===== src/rtl/router_pkg.sv =====
// -----------------------------------------------------------------------------
// router_pkg
// Shared definitions for the SPAD read-side and write-side routers.
//   member_cnt(spad_w, data_w)   : lanes packed into one SPAD word (ceil)
//   group_cnt(router_cnt, mem_cnt): SPAD words needed for all lanes (ceil)
//   state_e                      : input_router FSM states
// -----------------------------------------------------------------------------
package router_pkg;

  typedef enum logic [1:0] {
    IDLE  = 2'd0,
    READ  = 2'd1,
    DRAIN = 2'd2,
    OUT   = 2'd3
  } state_e;

  function automatic int member_cnt(input int spad_w, input int data_w);
    return (spad_w + data_w - 1) / data_w;
  endfunction

  function automatic int group_cnt(input int router_cnt, input int mem_cnt);
    return (router_cnt + mem_cnt - 1) / mem_cnt;
  endfunction

endpackage


===== src/rtl/spad_word_unpacker.sv =====
// -----------------------------------------------------------------------------
// spad_word_unpacker
// Combinational split of one SPAD word into MEMBER_CNT lanes, member 0 taken
// from the most significant bits. When the members span more bits than the
// word holds, the missing high bits of member 0 read as zero.
// Ports:
//   word_i    : SPAD word
//   members_o : [0:MEMBER_CNT-1] lanes of DATA_WIDTH bits
// -----------------------------------------------------------------------------
module spad_word_unpacker #(
  parameter int SPAD_DATA_WIDTH = 16,
  parameter int DATA_WIDTH      = 8,
  parameter int MEMBER_CNT      = 2
) (
  input  logic [SPAD_DATA_WIDTH-1:0]               word_i,
  output logic [0:MEMBER_CNT-1][DATA_WIDTH-1:0]    members_o
);

  localparam int PAD_W = MEMBER_CNT * DATA_WIDTH;

  logic [PAD_W-1:0] padded;
  assign padded = PAD_W'(word_i);

  for (genvar j = 0; j < MEMBER_CNT; j++) begin : g_member
    assign members_o[j] = padded[(MEMBER_CNT-1-j)*DATA_WIDTH +: DATA_WIDTH];
  end

endmodule


===== src/rtl/input_router.sv =====
// -----------------------------------------------------------------------------
// input_router
// Reads GROUP_CNT packed words from a SPAD starting at a captured base
// address, unpacks them into ROUTER_COUNT lanes and presents all lanes at once
// with a valid/ready handshake.
// Ports:
//   i_clk, i_nrst : clock, asynchronous active-low reset
//   i_start       : start request (only honoured in IDLE)
//   i_base_addr   : first SPAD address, captured with i_start
//   o_rd_en       : SPAD read strobe (registered)
//   o_addr        : SPAD read address (registered, 0 when not reading)
//   i_rd_data     : SPAD data, valid RD_LATENCY cycles after o_rd_en
//   o_data        : unpacked lanes
//   o_valid       : o_data valid, held until i_ready
//   i_ready       : consumer accepts o_data
//   o_busy        : FSM not in IDLE
//   o_done        : one-cycle pulse after acceptance
// -----------------------------------------------------------------------------
module input_router
  import router_pkg::*;
#(
  parameter int SPAD_ADDR_WIDTH = 8,
  parameter int SPAD_DATA_WIDTH = 16,
  parameter int ROUTER_COUNT    = 4,
  parameter int DATA_WIDTH      = 8,
  parameter int RD_LATENCY      = 1
) (
  input  logic                                   i_clk,
  input  logic                                   i_nrst,
  input  logic                                   i_start,
  input  logic [SPAD_ADDR_WIDTH-1:0]             i_base_addr,
  output logic                                   o_rd_en,
  output logic [SPAD_ADDR_WIDTH-1:0]             o_addr,
  input  logic [SPAD_DATA_WIDTH-1:0]             i_rd_data,
  output logic [0:ROUTER_COUNT-1][DATA_WIDTH-1:0] o_data,
  output logic                                   o_valid,
  input  logic                                   i_ready,
  output logic                                   o_busy,
  output logic                                   o_done
);

  localparam int MEMBER_CNT = member_cnt(SPAD_DATA_WIDTH, DATA_WIDTH);
  localparam int GROUP_CNT  = group_cnt(ROUTER_COUNT, MEMBER_CNT);
  localparam int CNT_W      = $clog2(GROUP_CNT + 1);

  state_e                                  state_q, state_d;
  logic [SPAD_ADDR_WIDTH-1:0]              base_q, base_d;
  logic [SPAD_ADDR_WIDTH-1:0]              addr_q, addr_d;
  logic [CNT_W-1:0]                        rd_cnt_q, rd_cnt_d;
  logic [CNT_W-1:0]                        wr_cnt_q, wr_cnt_d;
  logic                                    rd_en_q, rd_en_d;
  logic [RD_LATENCY-1:0]                   pipe_q, pipe_d;
  logic [0:ROUTER_COUNT-1][DATA_WIDTH-1:0] data_q, data_d;
  logic                                    valid_q, valid_d;
  logic                                    done_q, done_d;

  logic [0:MEMBER_CNT-1][DATA_WIDTH-1:0]   members;
  logic                                    ret_vld;

  // The pipe mirrors the SPAD latency, so its tail marks the cycle in which
  // i_rd_data belongs to the oldest outstanding strobe.
  assign ret_vld = pipe_q[RD_LATENCY-1];
  assign pipe_d  = RD_LATENCY'({pipe_q, rd_en_q});

  spad_word_unpacker #(
    .SPAD_DATA_WIDTH (SPAD_DATA_WIDTH),
    .DATA_WIDTH      (DATA_WIDTH),
    .MEMBER_CNT      (MEMBER_CNT)
  ) u_unpack (
    .word_i    (i_rd_data),
    .members_o (members)
  );

  // Lane r belongs to group r/MEMBER_CNT; tail-padding members have no lane
  // and are therefore never written.
  for (genvar r = 0; r < ROUTER_COUNT; r++) begin : g_lane
    localparam int GI = r / MEMBER_CNT;
    localparam int MI = r % MEMBER_CNT;
    assign data_d[r] = (ret_vld && (wr_cnt_q == CNT_W'(GI))) ? members[MI] : data_q[r];
  end

  always_comb begin
    state_d  = state_q;
    base_d   = base_q;
    rd_cnt_d = rd_cnt_q;
    wr_cnt_d = ret_vld ? wr_cnt_q + 1'b1 : wr_cnt_q;
    rd_en_d  = 1'b0;
    addr_d   = '0;
    valid_d  = valid_q;
    done_d   = 1'b0;

    unique case (state_q)
      IDLE: begin
        if (i_start) begin
          base_d   = i_base_addr;
          rd_cnt_d = '0;
          wr_cnt_d = '0;
          state_d  = READ;
        end
      end
      READ: begin
        rd_en_d  = 1'b1;
        addr_d   = base_q + SPAD_ADDR_WIDTH'(rd_cnt_q);
        rd_cnt_d = rd_cnt_q + 1'b1;
        if (rd_cnt_q == CNT_W'(GROUP_CNT - 1)) state_d = DRAIN;
      end
      DRAIN: begin
        // Raise valid together with the last word write so lanes and
        // o_valid appear in the same cycle.
        if (wr_cnt_d == CNT_W'(GROUP_CNT)) begin
          valid_d = 1'b1;
          state_d = OUT;
        end
      end
      OUT: begin
        // Stay in OUT during the o_done cycle so i_start is not seen then.
        if (done_q) begin
          state_d = IDLE;
        end else if (valid_q && i_ready) begin
          valid_d = 1'b0;
          done_d  = 1'b1;
        end
      end
      default: state_d = IDLE;
    endcase
  end

  always_ff @(posedge i_clk or negedge i_nrst) begin
    if (!i_nrst) begin
      state_q  <= IDLE;
      base_q   <= '0;
      addr_q   <= '0;
      rd_cnt_q <= '0;
      wr_cnt_q <= '0;
      rd_en_q  <= 1'b0;
      pipe_q   <= '0;
      data_q   <= '0;
      valid_q  <= 1'b0;
      done_q   <= 1'b0;
    end else begin
      state_q  <= state_d;
      base_q   <= base_d;
      addr_q   <= addr_d;
      rd_cnt_q <= rd_cnt_d;
      wr_cnt_q <= wr_cnt_d;
      rd_en_q  <= rd_en_d;
      pipe_q   <= pipe_d;
      data_q   <= data_d;
      valid_q  <= valid_d;
      done_q   <= done_d;
    end
  end

  assign o_rd_en = rd_en_q;
  assign o_addr  = addr_q;
  assign o_data  = data_q;
  assign o_valid = valid_q;
  assign o_done  = done_q;
  assign o_busy  = (state_q != IDLE);

endmodule


===== config.mk =====
export PLATFORM = sky130hd
export DESIGN_NAME = input_router
export DESIGN_NICKNAME = d
export VERILOG_FILES = /design/src/rtl/router_pkg.sv /design/src/rtl/spad_word_unpacker.sv /design/src/rtl/input_router.sv
export SDC_FILE = /design/constraint.sdc
export NUM_CORES = 1
export LEC_CHECK = 0
export BUFFER_PORTS_ARGS = -buffer_cell sky130_fd_sc_hd__buf_2
export CORE_MARGIN = 3
export CORE_UTILIZATION = 46
export CTS_CLUSTER_SIZE = 8
export DETAILED_ROUTE_END_ITERATION = 8
export GPL_TIMING_DRIVEN = 1
export MAX_ROUTING_LAYER = met4
export PLACE_DENSITY = 0.84
export SETUP_SLACK_MARGIN = 0.2
export SYNTH_ARGS = -nofsm -noshare
export SYNTH_HDL_FRONTEND = slang
export SYNTH_SLANG_ARGS = --single-unit

===== constraint.sdc =====
create_clock -name i_clk -period 1.7 [get_ports i_clk]
set_input_delay 0.425 -clock i_clk [delete_from_list [all_inputs] [get_ports i_clk]]
set_output_delay 0.425 -clock i_clk [all_outputs]
set_load 0.02 [all_outputs]

==> results of run 1 <==
[power by group]
group | switching, uW | total [uW] | internal (uW)
clock | 506 | 1260 | 756
sequential | 417 | 2480 | 2060
combinational | 1810 | 3600 | 1790
[final cells by class]
cell class | instances | area share (%)
Inverter | 11 | 1.36
Tap cell | 67 | 2.47
Multi-Input combinational cell | 100 | 29.9
Clock inverter | 2 | 1.03
Timing Repair Buffer | 95 | 17.6
Clock buffer | 14 | 4.80
Sequential cell | 58 | 42.9
[timing repair]
action / 4_1_cts / 5_1_grt
pin swaps: 4 / 9
gates resized for setup: 7 / 18
setup endpoints to repair: 6 / 17
buffers inserted: 11 / 7
[worst max-delay path, cell delays in order (launching register included)]
cell,delay (ps)
dfrtp_2,450
buf_6,140
ha_4,150
a211o_1,340
a21oi_4,150
mux2_4,310
[flip-flops by register name, indices dropped and copies added (netlist names), 2 cells and up]
| register | cells |
|---|---|
| o_data | 32 |
| o_addr | 8 |
| wr_cnt_q | 2 |
| base_q | 8 |
| state_q | 2 |
| rd_cnt_q | 2 |
[path summary, 6_finish.rpt]
kind / startpoint / endpoint / slack, ps / cells after the start
worst min-delay path: i_nrst / o_data[10] / 60 / 1
min in group i_clk: i_base_addr[4] / base_q[4] / 320 / 2
max in group asynchronous: i_nrst / state_q[0] / 1150 / 2
worst max-delay path: state_q[0] / state_q[1] / 50 / 5
worst max register to register: state_q[0] / state_q[1] / 50 / 5
worst min register to register: o_rd_en / pipe_q / 380 / 0
[through the flow]
step                      total power (uW)  hold WS, ps  worst slack, ps  instances
after floorplan                       4500          129              113        171
after global placement                5400          355             67.7        313
after detailed placement              5530          368             9.20        313
after CTS                             7110         59.3             61.4        340
after global routing                  7810         82.8             13.6        347
final                                 7340         55.2             48.6        347
[placed cells by master (no fill, tap or decap), drive strengths merged]
master	count
buf	95
dfrtp	58
mux2	42
clkbuf	14
inv	10
ha	10
nor2	6
a21oi	6
nand2	6
xor2	4
o21ai	4
xnor2	2
nand4	2
nor2b	2
a21boi	2
clkinv	2
or3	2
and2	1
a21o	1
and3	1
nand2b	1
or3b	1
a211o	1
o32a	1
a22oi	1
nor3b	1
a311o	1
nand3	1
fa	1
bufinv	1
[cell families after synthesis]
| kind of cell | Yosys count |
|---|---|
| flops | 58 |
| mux | 42 |
| simple gates | 24 |
| compound gates | 17 |
| buf+inv | 13 |
| fa+ha+maj | 11 |
| xor+xnor | 6 |
[Yosys cell counts]
master | n | area share, %
or3b_1 | 1 | 0.36
nor2b_1 | 2 | 0.52
clkinv_1 | 1 | 0.16
dfrtp_1 | 58 | 60
buf_2 | 2 | 0.42
nand2_1 | 6 | 0.93
nor2_1 | 6 | 0.93
a21o_1 | 1 | 0.31
fa_1 | 1 | 0.83
a311o_1 | 1 | 0.42
xnor2_1 | 2 | 0.73
a211o_1 | 1 | 0.36
and3_1 | 1 | 0.26
a21boi_0 | 2 | 0.62
a21oi_2 | 1 | 0.36
o21ai_0 | 4 | 0.83
inv_1 | 10 | 1.6
or3_1 | 2 | 0.52
xor2_1 | 4 | 1.5
mux2_2 | 41 | 19
nand2b_1 | 1 | 0.26
ha_1 | 10 | 5.2
nor3b_1 | 1 | 0.31
o32a_1 | 1 | 0.42
nand3_1 | 1 | 0.21
a22oi_1 | 1 | 0.31
nand4_1 | 2 | 0.52
mux2_1 | 1 | 0.47
and2_1 | 1 | 0.26
a21oi_1 | 5 | 1.0
[per-layer routing]
layer	track usage [%]	part of all wire, %	up-vias
met5	-	0	-
met4	9.09	1.7	0
met3	5.50	7.4	11
met2	28.1	49	71
met1	19.5	41	818
li1	-	-	812
==> summary.txt, run 1 <==
Critical path
  – Worst-path maximum fanout: 3
  – CP Data Arrival Time: around 1900 ps
  – Required @ worst endpoint: around 1900 ps
  – Setup crit end kind: register
  – CP Class: reg2reg
  – Crit path launch type: register

Power
  – Pleak: between 0.0015 and 0.002 uW
  – PwrDens: around 2200 nW/um2
  – Peak supply drop: slightly above 1 mV

Clock network
  – CTS max path bufs: 2
  – Clk_lat worst skew: roughly 330 ps
  – CTS HTree Levels: 3
  – Total CTS buffers: 9
  – Clock transition at path regs: approximately 60 ps
  – Hold-fix buffers at CTS: 0
  – Clock Sinks: 58
  – CTS tree: built
  – Clock root cell: clkbuf_8

Placement
  – Post-DP HPWL: 3.41 mm
  – GP Congestion: ~0.73
  – Cell Area, Placed: between 2000 and 3000 um2
  – IO Port Bufs: 71

Logic synthesis
  – Post-synthesis mux area share: approximately a fifth
  – Yosys cell types: 30
  – Post-synthesis compound-gate area fraction: approximately 4.7%
  – Synthesized flop and latch total: 58
  – XOR/XNOR share of the synthesized area: between 2 and 2.5%
  – Synth Area per Inst: around 14 um2
  – Register area share after synthesis: 60.3%
  – Adder-Cell Fraction of Synth Area: 6.03%
  – Mapped Nets: 210
  – Largest family of logic cells by synthesized area: multiplexers
  – Post-Synth Simple-Gate Area: ~5.1%
  – Syn Inst Count: about 170
  – Synth warnings: 0
  – Post-Syn Area: ~2400 um2

Drt
  – Total number of vias: roughly 1700
  – Routed length per instance: between 10 and 15 um
  – Post-DRT Antenna Nets: 0
  – Initial DRC count: 45
  – Drt first pass iters: 4
  – Drt total wl: 4.94 mm
  – DR DRC count: 0
  – Vias per cell: just under 5

STA
  – Crit path time final: around 1700 ps
  – Clock Skew: around 4.2 ps
  – Max-slew violation count: 0
  – RSZ-0062 raised after global routing: yes
  – Setup violators final: 0
  – Period utilisation layout: a little over nine tenths
  – FMAX: a little over 0.6 GHz
  – Worst Tran Pin Value: 500 ps
  – Setup TNS: 0 ps
  – Max-slew headroom: ~67%
  – Final Hold Fails: 0

Global route
  – Vias in the first global route: ~1700
  – Largest net degree at the start of global routing: 22
  – First-pass GRT wire length: 7.82 mm
  – Antenna violations before repair: 0
  – GRT overflow: 0
  – Global-route usage over all layers: 17.4%

Finish
  – Layout Utilization: between 60 and 70%
  – N_diodes: 0
  – Synthesis-to-finish area growth: 40.8%
  – Final net count: around 310
  – Final instance area: roughly 3400 um2
  – Area occupied by multi-input gates: ~1000 um2
  – Fill cells: between 300 and 400
  – Layout cells sized above 1: roughly 62%
  – FF/Latch Area: 1450 um2

Die
  – Starting Density: around half
  – Die Y: 78.4 um
  – Cell Rows: 25
  – IO Count: approximately 70
  – Die width: a little under 80 um
  – Die Footprint: approximately 6100 um2
  – Core Footprint: 4880 um2

Min path
  – Hold Path Class: in2async

Job
  – Max-Cap Viols: 0

Status
  – Outcome: completed
Power figures use the tool's default switching activity.
==> run 2: changes to the inputs <==
Settings changed: SYNTH_HIERARCHICAL set to 1.
==> run 2 against run 1 <==
Net effect: area after synthesis rose by 5.0%; sequential share of layout area rose by 0.85 points; routed wire length rose by 1.3%; clock skew rose by 4.1 ps; first-iteration DRC count rose by 36%; core utilization fell by 5.7 points; critical path depth did not move; worst setup slack improved by 8.8 ps; maximum frequency rose by 0.53%; sequential cell count did not move; cell count fell by 0.29%; total power fell by 1.1%.
==> summary.txt, run 2 <==
Status
  – Outcome: completed

Finish
  – Most common cell after layout, fill and taps aside: buf_2
  – Max reg flops: 32 (unchanged)
  – Synthesis-to-finish area growth: 31.3%
  – Most frequent cells in the layout: buf_2 (70), dfrtp_1 (58), mux2_2 (40)
  – Fill cells: 395 (+7.3%)
  – Area occupied by multi-input gates: 985 um2 (-3.0%)
  – Final net count: 311 (-0.96%)
  – Finished Layout Cells: 346 (-0.29%)
  – FF/Latch Area: 1450 um2 (-0.17%)
  – Layout cells sized above 1: 60.9% (-0.92 points)
  – Layout Utilization: 63.8% (-5.7 points)
  – N_diodes: 0 (unchanged)

Placement
  – IO Port Bufs: 71 (unchanged)
  – Inst Count DP: 315 (+0.64%)
  – GP Congestion: 0.738 (+1.7%)
  – DP Worst Slack: 25.1 ps (+15.9 ps)
  – Post-DP HPWL: 3.35 mm (-1.9%)

Drt
  – Initial DRC count: 61 (+36%)
  – Routed length per instance: 14.5 um (+1.6%)
  – DR DRC count: 0 (unchanged)
  – Post-DRT Antenna Nets: 0 (unchanged)
  – Total number of vias: 1716 (+0.23%)
  – Drt first pass iters: 4 (unchanged)
  – Vias per cell: 4.96 (+0.52%)
  – Drt total wl: 5.01 mm (+1.3%)

Global route
  – Global-route usage over all layers: 16.8% (-0.67 points)
  – First-pass GRT wire length: 7.80 mm (-0.35%)
  – Vias in the first global route: 1733 (-0.80%)
  – Largest net degree at the start of global routing: 59 (+170%)
  – Antenna violations before repair: 0 (unchanged)
  – GRT overflow: 0 (unchanged)

STA
  – Period utilisation layout: 96.6% (-0.52 points)
  – Max-slew violation count: 0 (unchanged)
  – Final Hold Fails: 0 (unchanged)
  – Worst Tran Pin Value: 293 ps (-207 ps)
  – Clock Skew: 8.34 ps (+4.10 ps)
  – Crit path time final: 1640 ps (-8.76 ps)
  – Max-slew headroom: 80.5% (+14 points)
  – Hold Slack: 94.3 ps (+39.2 ps)
  – Setup TNS: 0 ps (unchanged)
  – FMAX: 0.609 GHz (+0.53%)
  – RSZ-0062 raised after global routing: yes
  – Setup violators final: 0 (unchanged)
  – Min setup slack post-route: 57.4 ps (+8.76 ps)

Power
  – Pleak: 0.00162 uW (-1.3%)
  – Pint: 4550 uW (-1.1%)
  – Switching share of power: 37.2% (about the same)
  – PwrDens: 2180 nW/um2 (+0.98%)
  – Peak supply drop: 1.07 mV (+4.6%)
  – Net Switching: 2700 uW (-1.1%)
  – Gate power share: 48.3% (-0.7 points)
  – Clock group share of total power: 17.8% (+0.6 points)
  – Seq pwr share: 33.9% (about the same)

Clock network
  – Clk_lat worst skew: 320 ps (about the same)
  – Clock transition at path regs: 60 ps (about the same)
  – CTS max path bufs: 2 (unchanged)
  – CTS HTree Levels: 3 (unchanged)
  – CTS tree: built
  – Clock root cell: clkbuf_8
  – Clock Sinks: 58 (unchanged)
  – Hold-fix buffers at CTS: 0 (unchanged)
  – Total CTS buffers: 9 (unchanged)

Die
  – Die Y: 80.1 um (+2.3%)
  – Die width: 80.1 um (+2.3%)
  – Starting Density: 48.6% (-0.78 points)
  – IO Count: 72 (unchanged)
  – Cell Rows: 26 (+4.0%)
  – Die Footprint: 6420 um2 (+4.6%)
  – Core Footprint: 5200 um2 (+6.7%)

Job
  – Max-Cap Viols: 0 (unchanged)

Critical path
  – Worst-path maximum fanout: 3 (unchanged)
  – Crit path launch type: register
  – Setup crit end kind: register
  – Slowest stage delay, CP: 420 ps (-30 ps)
  – CP Data Arrival Time: 1860 ps (about the same)
  – CP cell instances: buf_6 > ha_2 > a211o_1 > a21oi_2 > mux2_4
  – Required @ worst endpoint: 1910 ps (about the same)
  – CP max stage cell: dfrtp_1
  – CP Class: reg2reg
  – Family with the most delay on the worst path: compound AO/OA/AOI/OAI gates
  – Critical path buffers and inverters: 1 (unchanged)

Logic synthesis
  – Syn Inst Count: 187 (+9.4%)
  – Synth Area per Inst: 13.5 um2 (-4.0%)
  – Synthesized flop and latch total: 58 (unchanged)
  – Top cells by area, synth: dfrtp_1 (57%), mux2_2 (18%), ha_1 (4.9%)
  – Post-Syn Area: 2530 um2 (+5.0%)
  – Synth warnings: 6 (+6)
  – EDFF count, synth: 0 (unchanged)
  – Leading area contributor after synthesis: dfrtp_1
  – Most used DFF post-synth: dfrtp_1
  – Count leader, synth: dfrtp_1
  – Yosys cell types: 31 (+3.3%)
  – Asr flop ratio synth: 100% (unchanged)
  – Register area share after synthesis: 57.4% (-2.9 points)
  – Top post-synthesis cells by count: dfrtp_1 (58), mux2_2 (41), buf_4 (16)
  – Mapped Nets: 226 (+7.6%)
  – Top cell type's share of synthesized area: 57.4% (-2.9 points)

Min path
  – Hold Path Class: in2async
## run 2: path summary, 6_finish.rpt
check / from / endpoint / slack, ps / depth (start not counted)
max: state_q[0] / state_q[1] / 60 / 5
min: i_nrst / o_data[22] / 90 / 2
max reg2reg: state_q[0] / state_q[1] / 60 / 5
min reg2reg: o_rd_en / pipe_q / 360 / 0
max in group asynchronous: i_nrst / o_rd_en / 1360 / 2
min in group i_clk: i_base_addr[4] / base_q[4] / 330 / 2
## run 2: layer usage
| layer | up-vias | track usage [%] | part of all wire [%] |
|---|---|---|---|
| li1 | 806 | - | - |
| met1 | 837 | 18.2 | 40 |
| met2 | 63 | 26.8 | 50 |
| met3 | 10 | 5.38 | 7.7 |
| met4 | 0 | 9.97 | 2.4 |
| met5 | - | - | 0 |
## run 2: worst reg2reg max path, stage by stage (launching register included)
cell and delay, ps:
dfrtp_1 420, buf_6 140, ha_2 180, a211o_1 320, a21oi_2 160, mux2_4 310
## run 2: cell families after synthesis
family | Yosys count | share of synthesized area [%]
AOI/OAI and AO/OA | 17 | 4.45
xor gates and xnor gates | 6 | 2.08
adders and majority gates | 11 | 5.74
buffers and inverters | 29 | 6.78
DFF | 58 | 57.4
muxes | 42 | 18.7
and+or+nand+nor | 24 | 4.85
## run 2: metrics by stage
step / instance area, um2 / total power (uW)
5_1_grt: 3320 / 7730
4_1_cts: 3260 / 7090
3_5_place_dp: 2950 / 5500
2_1_floorplan: 2570 / 4530
3_3_place_gp: 2950 / 5360
6_report: 3320 / 7260
## run 2: final cells by class
| class | instances | share of cell area (%) |
|---|---|---|
| flip-flops and latches | 58 | 43.7 |
| inverters | 11 | 1.24 |
| multi-input cells | 100 | 29.7 |
| repair buffers | 92 | 16.6 |
| clock buffers | 13 | 5.09 |
| clock inverters | 2 | 1.06 |
| well taps | 70 | 2.64 |
## run 2: timing repair
| action | 4_1_cts | 5_1_grt |
|---|---|---|
| endpoints found under the setup margin | 9 | 18 |
| setup buffers | 12 | 4 |
| gates resized for setup | 7 | 11 |
| pin swaps | 7 | 5 |
## run 2: power by group through the flow
stage	clock, uW	combinational, uW	sequential, uW
final	1290	3500	2460
after global routing	1400	3770	2560
after CTS	1320	3320	2450
after detailed placement	0	3010	2490
after global placement	0	2910	2450
after floorplan	0	1480	3050
==> run 3: changes to the inputs <==
==> constraint.sdc (replaced) <==
create_clock -name i_clk -period 1.7 [get_ports i_clk]
set_input_delay 0.34 -clock i_clk [delete_from_list [all_inputs] [get_ports i_clk]]
set_output_delay 0.34 -clock i_clk [all_outputs]
set_load 0.02 [all_outputs]
==> run 3 against run 2 <==
Net effect: routed wire length down 0.86%; worst setup slack improved by 15 ps; first-iteration DRC count increased by 1.6%; core utilization is 0.29 points higher; combinational power about the same; total power increased by 0.31%; design area grew 0.45%; critical endpoint unchanged; highest routed layer unchanged.
==> summary.txt, run 3 (synthesis results as in run 2) <==
Drt
  – Drt total wl: 4.96 mm (-0.86%)
  – Routed length per instance: 14.3 um (-0.86%)
  – DR DRC count: 0 (unchanged)
  – Vias per cell: 4.92 (-0.76%)
  – Drt first pass iters: 4 (unchanged)
  – Post-DRT Antenna Nets: 0 (unchanged)
  – Total number of vias: 1703 (-0.76%)
  – Initial DRC count: 62 (+1.6%)

Critical path
  – Family with the most delay on the worst path: compound AO/OA/AOI/OAI gates
  – Slowest stage delay, CP: 420 ps (about the same)
  – CP Data Arrival Time: 1840 ps (-20 ps)
  – Setup crit end kind: register
  – Crit path launch type: register
  – Required @ worst endpoint: 1920 ps (about the same)
  – Critical path buffers and inverters: 0 (-1)
  – CP cell instances: ha_2 > nor2b_4 > a211o_1 > a21oi_4 > mux2_4
  – CP max stage cell: dfrtp_1
  – Worst-path maximum fanout: 3 (unchanged)
  – CP Class: reg2reg

Clock network
  – CTS HTree Levels: 3 (unchanged)
  – Clock transition at path regs: 60 ps (about the same)
  – Clock Sinks: 58 (unchanged)
  – Clk_lat worst skew: 330 ps (about the same)
  – Hold-fix buffers at CTS: 0 (unchanged)
  – CTS tree: built
  – Clock root cell: clkbuf_8
  – Total CTS buffers: 9 (unchanged)
  – CTS max path bufs: 2 (unchanged)

Die
  – IO Count: 72 (unchanged)
  – Core Footprint: 5200 um2 (unchanged)
  – Cell Rows: 26 (unchanged)
  – Die Y: 80.1 um (unchanged)
  – Die width: 80.1 um (unchanged)
  – Starting Density: 48.6% (unchanged)
  – Die Footprint: 6420 um2 (unchanged)

Status
  – Outcome: completed

STA
  – Hold Slack: 8.72 ps (-85.6 ps)
  – Worst Tran Pin Value: 296 ps (+3.48 ps)
  – Setup TNS: 0 ps (unchanged)
  – Crit path time final: 1630 ps (-14.9 ps)
  – RSZ-0062 raised after global routing: yes
  – Setup violators final: 0 (unchanged)
  – Max-slew headroom: 80.2% (-0.23 points)
  – Final Hold Fails: 0 (unchanged)
  – Period utilisation layout: 95.8% (-0.87 points)
  – Clock Skew: 6.46 ps (-1.88 ps)
  – FMAX: 0.614 GHz (+0.91%)
  – Max-slew violation count: 0 (unchanged)

Global route
  – First-pass GRT wire length: 7.80 mm (unchanged)
  – Global-route usage over all layers: 16.8% (unchanged)
  – GRT overflow: 0 (unchanged)
  – Antenna violations before repair: 0 (unchanged)
  – Vias in the first global route: 1733 (unchanged)
  – Largest net degree at the start of global routing: 59 (unchanged)

Placement
  – IO Port Bufs: 71 (unchanged)
  – GP Congestion: 0.738 (unchanged)
  – Post-DP HPWL: 3.35 mm (unchanged)

Power
  – Power, Total: 7280 uW (+0.31%)
  – PwrDens: 2180 nW/um2 (-0.14%)
  – Peak supply drop: 1.05 mV (-1.4%)
  – Pleak: 0.00163 uW (+0.22%)

Min path
  – Hold Path Class: in2async

Finish
  – Most frequent cells in the layout: buf_2 (70), dfrtp_1 (58), mux2_2 (40)
  – Fill cells: 388 (-1.8%)
  – Most common cell after layout, fill and taps aside: buf_2
  – FF/Latch Area: 1450 um2 (unchanged)
  – Area occupied by multi-input gates: 1000 um2 (+1.5%)
  – Layout cells sized above 1: 60.1% (-0.72 points)
  – Synthesis-to-finish area growth: 31.9%
  – Max reg flops: 32 (unchanged)
  – N_diodes: 0 (unchanged)
  – Layout Utilization: 64.1% (+0.29 points)
  – Final net count: 311 (unchanged)

Job
  – Max-Cap Viols: 0 (unchanged)
[run 3: cell counts in the layout (fill, tap and decap cells not counted)]
No cell type changed its count.
[run 3: per-layer routing]
layer,wire length (um),share of wire (%),GRT usage (%),up-vias
li1,-,-,-,805
met1,2020,41,18.2,824
met2,2440,49,26.8,60
met3,358,7.2,5.38,14
met4,137,2.8,9.97,0
met5,0,0,-,-
[run 3: worst paths after layout]
| check | from | end | slack [ps] | cells after the start |
|---|---|---|---|---|
| max | state_q[1] | state_q[1] | 70 | 5 |
| min | i_nrst | o_data[22] | 9 | 2 |
| max reg2reg | state_q[1] | state_q[1] | 70 | 5 |
| min reg2reg | o_rd_en | pipe_q | 360 | 0 |
| max in group asynchronous | i_nrst | o_rd_en | 1450 | 2 |
| min in group i_clk | i_base_addr[4] | base_q[4] | 240 | 2 |
[run 3: stage by stage]
| stage | worst slack [ps] | area [um2] | instances |
|---|---|---|---|
| 5_1_grt | 40.2 | 3340 | 346 |
| 6_report | 72.2 | 3340 | 346 |
| 3_3_place_gp | 70.4 | 2950 | 315 |
| 3_5_place_dp | 25.1 | 2950 | 315 |
| 2_1_floorplan | 113 | 2570 | 187 |
| 4_1_cts | 71.2 | 3260 | 342 |
[run 3: worst reg2reg max path, delay by kind of cell (launching register included)]
family	cells	cell delay [ps]
compound gates	2	460
flops	1	420
mux	1	310
fa+ha+maj	1	210
simple gates	1	130
[run 3: what timing repair did]
item                       CTS  global route
buffers inserted            12             4
pin swaps                    7             5
resized for setup            7            11
setup endpoints to repair    9            18
gates cloned                 0             0
[run 3: power breakdown]
part | switching (uW) | total, uW | internal [uW]
sequential | 403 | 2460 | 2060
clock | 507 | 1290 | 787
combinational | 1800 | 3520 | 1720
total | 2710 | 7280 | 4560
[run 3: area by class of cell]
class,instances,share of cell area (%)
Sequential cell,58,43.5
Tap cell,70,2.63
Multi-Input combinational cell,100,30.0
Timing Repair Buffer,92,16.5
Clock buffer,13,5.06
Inverter,11,1.24
Clock inverter,2,1.05
